<file path="src/rtl/relu_maxpool8.sv">
`default_nettype none
// ============================================================================
//  Module   : relu_maxpool8
//  Purpose  : 8-lane 1-D max-pooling stage behind the 8-lane ReLU stage.
//             Each lane reduces non-overlapping windows of POOL_K valid
//             samples. It emits one pooled byte per window, together with a
//             one-cycle valid pulse. Lanes are fully independent.
//  Ports    : clk_cal                  datapath clock (rising edge)
//             rst_n                    asynchronous active-low reset
//             Pool_Din1..8             post-ReLU lane bytes (unsigned)
//             Pool_Din_vld1..8         per-lane sample-valid strobes
//             pool_bypass              level: registered pass-through
//             pool_flush               pulse: clear all partial windows
//             Pool_Dout1..8            pooled lane results (registered)
//             Pool_Dout_vld1..8        one-cycle result pulses
//             pool_busy                any lane holds a partial window
//  Options  : `define MAXPOOL_PARTIAL_FLUSH_EN to emit partial windows on
//             pool_flush. Without it, a flush discards them silently.
//  Revision : 1.0  initial release
// ============================================================================
module relu_maxpool8 #(
   parameter int POOL_K = 2,
   parameter int CNT_W  = 3
) (
   input  logic       clk_cal,
   input  logic       rst_n,
   input  logic [7:0] Pool_Din1,
   input  logic [7:0] Pool_Din2,
   input  logic [7:0] Pool_Din3,
   input  logic [7:0] Pool_Din4,
   input  logic [7:0] Pool_Din5,
   input  logic [7:0] Pool_Din6,
   input  logic [7:0] Pool_Din7,
   input  logic [7:0] Pool_Din8,
   input  logic       Pool_Din_vld1,
   input  logic       Pool_Din_vld2,
   input  logic       Pool_Din_vld3,
   input  logic       Pool_Din_vld4,
   input  logic       Pool_Din_vld5,
   input  logic       Pool_Din_vld6,
   input  logic       Pool_Din_vld7,
   input  logic       Pool_Din_vld8,
   input  logic       pool_bypass,
   input  logic       pool_flush,
   output logic [7:0] Pool_Dout1,
   output logic [7:0] Pool_Dout2,
   output logic [7:0] Pool_Dout3,
   output logic [7:0] Pool_Dout4,
   output logic [7:0] Pool_Dout5,
   output logic [7:0] Pool_Dout6,
   output logic [7:0] Pool_Dout7,
   output logic [7:0] Pool_Dout8,
   output logic       Pool_Dout_vld1,
   output logic       Pool_Dout_vld2,
   output logic       Pool_Dout_vld3,
   output logic       Pool_Dout_vld4,
   output logic       Pool_Dout_vld5,
   output logic       Pool_Dout_vld6,
   output logic       Pool_Dout_vld7,
   output logic       Pool_Dout_vld8,
   output logic       pool_busy
);

   localparam logic [CNT_W-1:0] c_last = CNT_W'(POOL_K - 1);

   logic [7:0] w_din [8];
   logic [7:0] w_vld;
   logic [7:0] w_dout [8];
   logic [7:0] w_dout_vld;
   logic [7:0] w_lane_busy;
   logic       r_busy;

   assign w_din[0] = Pool_Din1;
   assign w_din[1] = Pool_Din2;
   assign w_din[2] = Pool_Din3;
   assign w_din[3] = Pool_Din4;
   assign w_din[4] = Pool_Din5;
   assign w_din[5] = Pool_Din6;
   assign w_din[6] = Pool_Din7;
   assign w_din[7] = Pool_Din8;
   assign w_vld = {Pool_Din_vld8, Pool_Din_vld7, Pool_Din_vld6, Pool_Din_vld5,
                   Pool_Din_vld4, Pool_Din_vld3, Pool_Din_vld2, Pool_Din_vld1};

   for (genvar gi = 0; gi < 8; gi++) begin : g_lane
      logic [CNT_W-1:0] r_cnt;
      logic [7:0]       r_acc;
      logic [7:0]       r_dout;
      logic             r_dout_vld;
      logic [CNT_W-1:0] w_cnt_nxt;
      logic [7:0]       w_max;

      // A fresh window seeds from the incoming sample. Ties keep acc.
      assign w_max = (r_cnt == '0)           ? w_din[gi] :
                     (w_din[gi] > r_acc)     ? w_din[gi] : r_acc;

      always_comb begin
         w_cnt_nxt = r_cnt;
         if (pool_bypass || pool_flush) begin
            w_cnt_nxt = '0;
         end else if (w_vld[gi]) begin
            w_cnt_nxt = (r_cnt == c_last) ? '0 : r_cnt + 1'b1;
         end
      end

      assign w_lane_busy[gi] = (w_cnt_nxt != '0);
      assign w_dout[gi]      = r_dout;
      assign w_dout_vld[gi]  = r_dout_vld;

      always_ff @(posedge clk_cal or negedge rst_n) begin
         if (!rst_n) begin
            r_cnt      <= '0;
            r_acc      <= '0;
            r_dout     <= '0;
            r_dout_vld <= 1'b0;
         end else begin
            r_cnt <= w_cnt_nxt;
            if (pool_bypass) begin
               r_dout     <= w_din[gi];
               r_dout_vld <= w_vld[gi];
            end else if (pool_flush) begin
`ifdef MAXPOOL_PARTIAL_FLUSH_EN
               // Emit whatever the window holds, including a same-cycle sample.
               if ((r_cnt != '0) || w_vld[gi]) begin
                  r_dout     <= w_vld[gi] ? w_max : r_acc;
                  r_dout_vld <= 1'b1;
               end else begin
                  r_dout_vld <= 1'b0;
               end
`else
               r_dout_vld <= 1'b0;
`endif
            end else if (w_vld[gi]) begin
               if (r_cnt == c_last) begin
                  r_dout     <= w_max;
                  r_dout_vld <= 1'b1;
               end else begin
                  r_acc      <= w_max;
                  r_dout_vld <= 1'b0;
               end
            end else begin
               r_dout_vld <= 1'b0;
            end
         end
      end
   end

   always_ff @(posedge clk_cal or negedge rst_n) begin
      if (!rst_n) r_busy <= 1'b0;
      else        r_busy <= |w_lane_busy;
   end

   assign pool_busy = r_busy;

   assign Pool_Dout1 = w_dout[0];
   assign Pool_Dout2 = w_dout[1];
   assign Pool_Dout3 = w_dout[2];
   assign Pool_Dout4 = w_dout[3];
   assign Pool_Dout5 = w_dout[4];
   assign Pool_Dout6 = w_dout[5];
   assign Pool_Dout7 = w_dout[6];
   assign Pool_Dout8 = w_dout[7];

   assign Pool_Dout_vld1 = w_dout_vld[0];
   assign Pool_Dout_vld2 = w_dout_vld[1];
   assign Pool_Dout_vld3 = w_dout_vld[2];
   assign Pool_Dout_vld4 = w_dout_vld[3];
   assign Pool_Dout_vld5 = w_dout_vld[4];
   assign Pool_Dout_vld6 = w_dout_vld[5];
   assign Pool_Dout_vld7 = w_dout_vld[6];
   assign Pool_Dout_vld8 = w_dout_vld[7];

endmodule
`default_nettype wire

</file>
<file path="config.mk">
export PLATFORM = sky130hd
export DESIGN_NAME = relu_maxpool8
export DESIGN_NICKNAME = d
export VERILOG_FILES = /design/src/rtl/relu_maxpool8.sv
export SDC_FILE = /design/constraint.sdc
export NUM_CORES = 1
export LEC_CHECK = 0
export ABC_AREA = 0
export ABC_CLOCK_PERIOD_IN_PS = 2300
export BUFFER_PORTS_ARGS = -buffer_cell sky130_fd_sc_hd__buf_2
export CORE_ASPECT_RATIO = 1.4
export CORE_MARGIN = 4
export CORE_UTILIZATION = 50
export DETAILED_ROUTE_END_ITERATION = 16
export PLACE_DENSITY = 0.71
export SLEW_MARGIN = 40
export SYNTH_ARGS = -nofsm -noshare
export SYNTH_HDL_FRONTEND = slang
export SYNTH_SLANG_ARGS = --single-unit
</file>
<file path="constraint.sdc">
create_clock -name clk_cal -period 2.3 [get_ports clk_cal]
set_clock_uncertainty 0.2 [all_clocks]
set_input_delay 0.23 -clock clk_cal [delete_from_list [all_inputs] [get_ports clk_cal]]
set_output_delay 0.23 -clock clk_cal [all_outputs]
set_load 0.03 [all_outputs]
</file>
# Word-level counts from Yosys, hierarchy flattened
# Index checks and enable logic that the tools add are counted.
# word_totals
ff_bits,161
in_bits,76
output_inout_bits,73
wordCells,222
# classes
n_addsub,8
magnitude_cmp,8
eq_ne,9
mux,104
bitwise,10
reduce_logical,50
# op_table
operator,count
$mux 8,48
$mux 3,24
$gt 8x8->1,8
$mux 1,32
$reduce_and 4->1,8
$reduce_bool 2->1,16
$add 3x1->3 const B,8
$eq 3x1->1 const B,8
$logic_not 3->1,8
$reduce_and 3->1,8
$reduce_bool 3->1,8
$not 1->1,10
$reduce_or 8->1,1
$ne 2x2->1 const B,1
$logic_or 1x1->1,1

# Depth between registers and ports, before layout
# logic_depth
ltp_word,7
mapped_depth,8
ltp_nobuf,7

# Least setup slack after synthesis
# OpenSTA, ideal clock, no wires.
# synth_timing
kind,reg2reg
startpoint,register g_lane[1].r_acc[7]
endpoint,register g_lane[1].r_acc[0]
setup_ps,80
arrival_ps,1959
required_ps,2020
setup_slack_ps,61
stages_incl_launch_ff,8
path_buffers,0
synth_period_minus_slack_ps,2239
path_cell_list,dfrtp_1 inv_1 ha_1 nand4_1 o2111ai_1 a211oi_1 nor3_2 mux2i_1
# synth_via
elab_chain_len,3
# synth_lines
element,line_no,text
"start, declared",86,logic [7:0] r_acc;
"start signal, assigned",137,r_acc <= w_max;
$gt 8x8->1,94,(w_din[gi] > r_acc) ? w_din[gi] : r_acc;
$mux 8,94,
$mux 8,93,assign w_max = (r_cnt == '0) ? w_din[gi] :
# Every way passes these cells.
# A chain may end at the register's enable or synchronous reset.

# Worst setup path in the final report
# layout_timing
startpoint,input Pool_Din7[7]
endpoint,"register g_lane[6].r_dout[6], in the netlist Pool_Dout7[6]"
# layout_via
elab_chain_len,7
# layout_lines
element,line_no,text
"start, declared",33,"input logic [7:0] Pool_Din7,"
$gt 8x8->1,94,
$mux 8,94,
$mux 8,93,
$mux 8,133,if (r_cnt == c_last) begin
$mux 8,132,end else if (w_vld[gi]) begin
$mux 8,120,end else if (pool_flush) begin
$mux 8,117,if (pool_bypass) begin
"end signal, assigned",118,r_dout <= w_din[gi];
"end signal, assigned",134,r_dout <= w_max;
"end, declared",87,logic [7:0] r_dout;
# Every way passes these cells. The select of a mux whose other input is x is not followed.

==> flow_metrics.tcl <==
set metrics [dict create \
    gp_congestion 0.823 \
    critPathTopFamily "simple AND/OR/NAND/NOR gates" \
    timing.slew.headroom_pct 51.2 \
    period_minus_slack_ns 2.31 \
    violations "setup timing" \
    postRouteWirelength_um 22800 \
    critical_path_required_ns 2.43 \
    final-hold-violation-count 0 \
    grt_overflow 0 \
    cts_max_path_buffers 2 \
    cts_root_buffer "clkbuf_16" \
    drv_cap 0 \
    power_density_nw_per_um2 723 \
    ys_ff_latch 161 \
    fp.dieW_um 120 \
    path_class "primary input to flip-flop" \
    fin_util_pct 70.9 \
    avgSynthCellArea_um2 9.99 \
    worst_path_max_delay_cell "dlygate4sd3_1" \
    drc 0 \
    clock_sinks 161 \
    max_freq_ghz 0.433 \
    crit_path_end_kind "flip-flop" \
    vdd_drop_max_uv 446 \
    die_h_um 164 \
    die_area_um2 19600 \
    yosysMostFrequentCell "dfrtp_1" \
    finalSetupViolCount 1 \
    hpwl_um 15000 \
    crit_path_start_kind "primary input" \
    core-area_um2 17000 \
    critPathMaxFanout 8 \
    fin_nets 1291 \
    insertion_delay_ns 0.42 \
    synth.largest_area_cell "dfrtp_1" \
    status "complete, but fails checks" \
    max_stage_delay_ns 0.55 \
    r2r_cells 7 \
    ys_seq_area_share_pct 46.3 \
    ys_async_sr_fraction_pct 100 \
    cts-htree-levels 4 \
    drive_gt1_share_pct 28.7 \
    maxSlewViolCount 0 \
    cp_cell_sequence "dlygate4sd3_1 > buf_2 > ha_4 > nand4_1 > nor2_2 > nor2_1 > or3_4 > o221ai_2" \
    layout.cells.non_filler 1398 \
    cp_num_buf_inv 2 \
    hold_path.class "primary input to async pin" \
    ios 149 \
    grt_pass1_vias 7923 \
    syn_nets 1012 \
    synth_area_um2 8710 \
    grtUsageTotal_pct 22.9 \
    layout_setup_ws_ns -0.00939 \
    vias 7574 \
    power.total_mw 8.70 \
    synth_ff_type "dfrtp_1" \
    cts_buffers 17 \
    syn_to_final_growth_pct 38.1 \
    place_inst 1287 \
    wire_per_inst_um 16.3 \
    numPortBuffers 148 \
    worst_slew_pin_slew_ns 0.730 \
    cts_tree "yes" \
    ant_nets 0 \
    synth.top_cell.area_share_pct 46.3 \
    rsz0062_at_grt "yes" \
    yosysUniqueCellTypes 49 \
    leakagePower_nw 6.10 \
    synth_area_leaders "dfrtp_1 46%, ha_1 9.2%, mux2i_1 7.5%" \
    fin_crit_sh_pct 100 \
    hold_ws_ns 0.104 \
    num_rows 56 \
    synth_edf_count 0 \
    critPathArrivalTime_ns 2.44 \
    crit_cells 8 \
    grt_pass1_wl_um 36900 \
    avgViaCountPerCell 5.42 \
    ys_warn_count 0 \
    drtIter0Drc 299 \
    dr.pass1.iters 7 \
    grt_max_degree 58 \
    syn_inst 872 \
    antenna_found_initial 1 \
    start_util_pct 51.4 \
    fin_tns_setup_ns -0.00939 \
    clkTransAtPathRegs_ns 0.07 \
    synth_common_cells "161 x dfrtp_1, 135 x inv_1, 87 x nand2_1, 65 x mux2i_1" \
]
[worst reg2reg max path: stages, from the launching register on]
cell and delay (ns):
dfrtp_1 0.37, inv_1 0.07, ha_1 0.24, a211o_1 0.29
a21oi_2 0.20, nor2_1 0.09, or3_4 0.48, o221ai_2 0.21
[state kept, by name (all words and copies together), names as in the netlist, 8 cells and up]
register / cells
Pool_Dout1: 8
Pool_Dout8: 8
Pool_Dout4: 8
Pool_Dout2: 8
Pool_Dout6: 8
Pool_Dout5: 8
g_lane.r_acc: 64
Pool_Dout3: 8
g_lane.r_cnt: 24
Pool_Dout7: 8
[worst paths after layout]
path,start,end,slack (ns)
min in group clk_cal,pool_flush,g_lane[5].r_cnt[1],0.13
max,Pool_Din7[7],Pool_Dout7[6],-0.009
min reg2reg,Pool_Dout6[6],Pool_Dout6[6],0.28
min,rst_n,Pool_Dout7[5],0.10
max in group asynchronous,rst_n,g_lane[4].r_cnt[1],1.10
max reg2reg,g_lane[6].r_acc[5],Pool_Dout7[6],0.07
[through the flow]
stage	setup WS (ns)	area (µm²)
after CTS	0.00459	11500
after global routing	-0.118	12000
final	-0.00939	12000
after floorplan	0.0610	8710
after detailed placement	-0.152	10100
after global placement	-0.0658	10100
[layout by cell type, fill, tap and decap left out, types with 4 or more instances in the layout]
cell type	count
inv_1	132
buf_4	51
or3_1	4
o2111ai_2	7
clkinv_2	6
o32ai_1	4
o221ai_2	22
nor2b_1	17
nand3_1	19
and4b_1	4
xnor2_1	7
buf_12	4
buf_6	5
a211o_1	8
o221ai_1	42
dfrtp_1	161
o21a_1	7
a21oi_1	18
or3_4	6
nor3_1	17
clkbuf_8	4
clkbuf_16	17
dlygate4sd3_1	73
or2_2	9
nor2_2	11
a211oi_1	14
buf_2	144
nand2_1	87
ha_1	48
mux2i_1	64
ha_4	16
xor2_1	9
a21oi_4	5
a21oi_2	8
nor2_1	42
nand4_1	18
o211ai_1	11
[routing by layer]
layer	vias to the layer above	part of all wire [%]	global-route usage [%]
li1	3661	-	-
met1	3708	40	27.0
met2	171	54	42.0
met3	34	3.6	3.79
met4	0	2.0	8.08
met5	-	0	0
[area by class of cell]
cell class	instances	area, µm²
fillers	1243	4930
flip-flops and latches	161	4030
clock buffers	22	484
diodes	2	5.00
repair buffers	277	1970
clock inverters	10	106
multi-input cells	559	4630
well taps	232	290
inverters	135	507
[what timing repair did]
item,CTS,global route
hold buffers,73,0
resized for setup,10,77
hold endpoints to repair,303,0
setup endpoints to repair,48,122
pin swaps,0,41
setup buffers,0,7
[kinds of logic after synthesis]
kind of cell | after synthesis | share of synthesized area (%)
xor gates and xnor gates | 16 | 1.61
and+or+nand+nor | 250 | 14.1
DFF | 161 | 46.3
buffers and inverters | 152 | 6.75
adders and majority gates | 64 | 9.19
muxes | 65 | 7.47
AOI/OAI and AO/OA | 164 | 14.6
[where the power goes]
part / internal (mW) / total [mW] / switching, mW
clock network: 1.71 / 2.84 / 1.13
registers: 3.20 / 3.34 / 0.148
logic: 1.03 / 2.51 / 1.48
No activity file was read; power rests on OpenSTA's default activity.
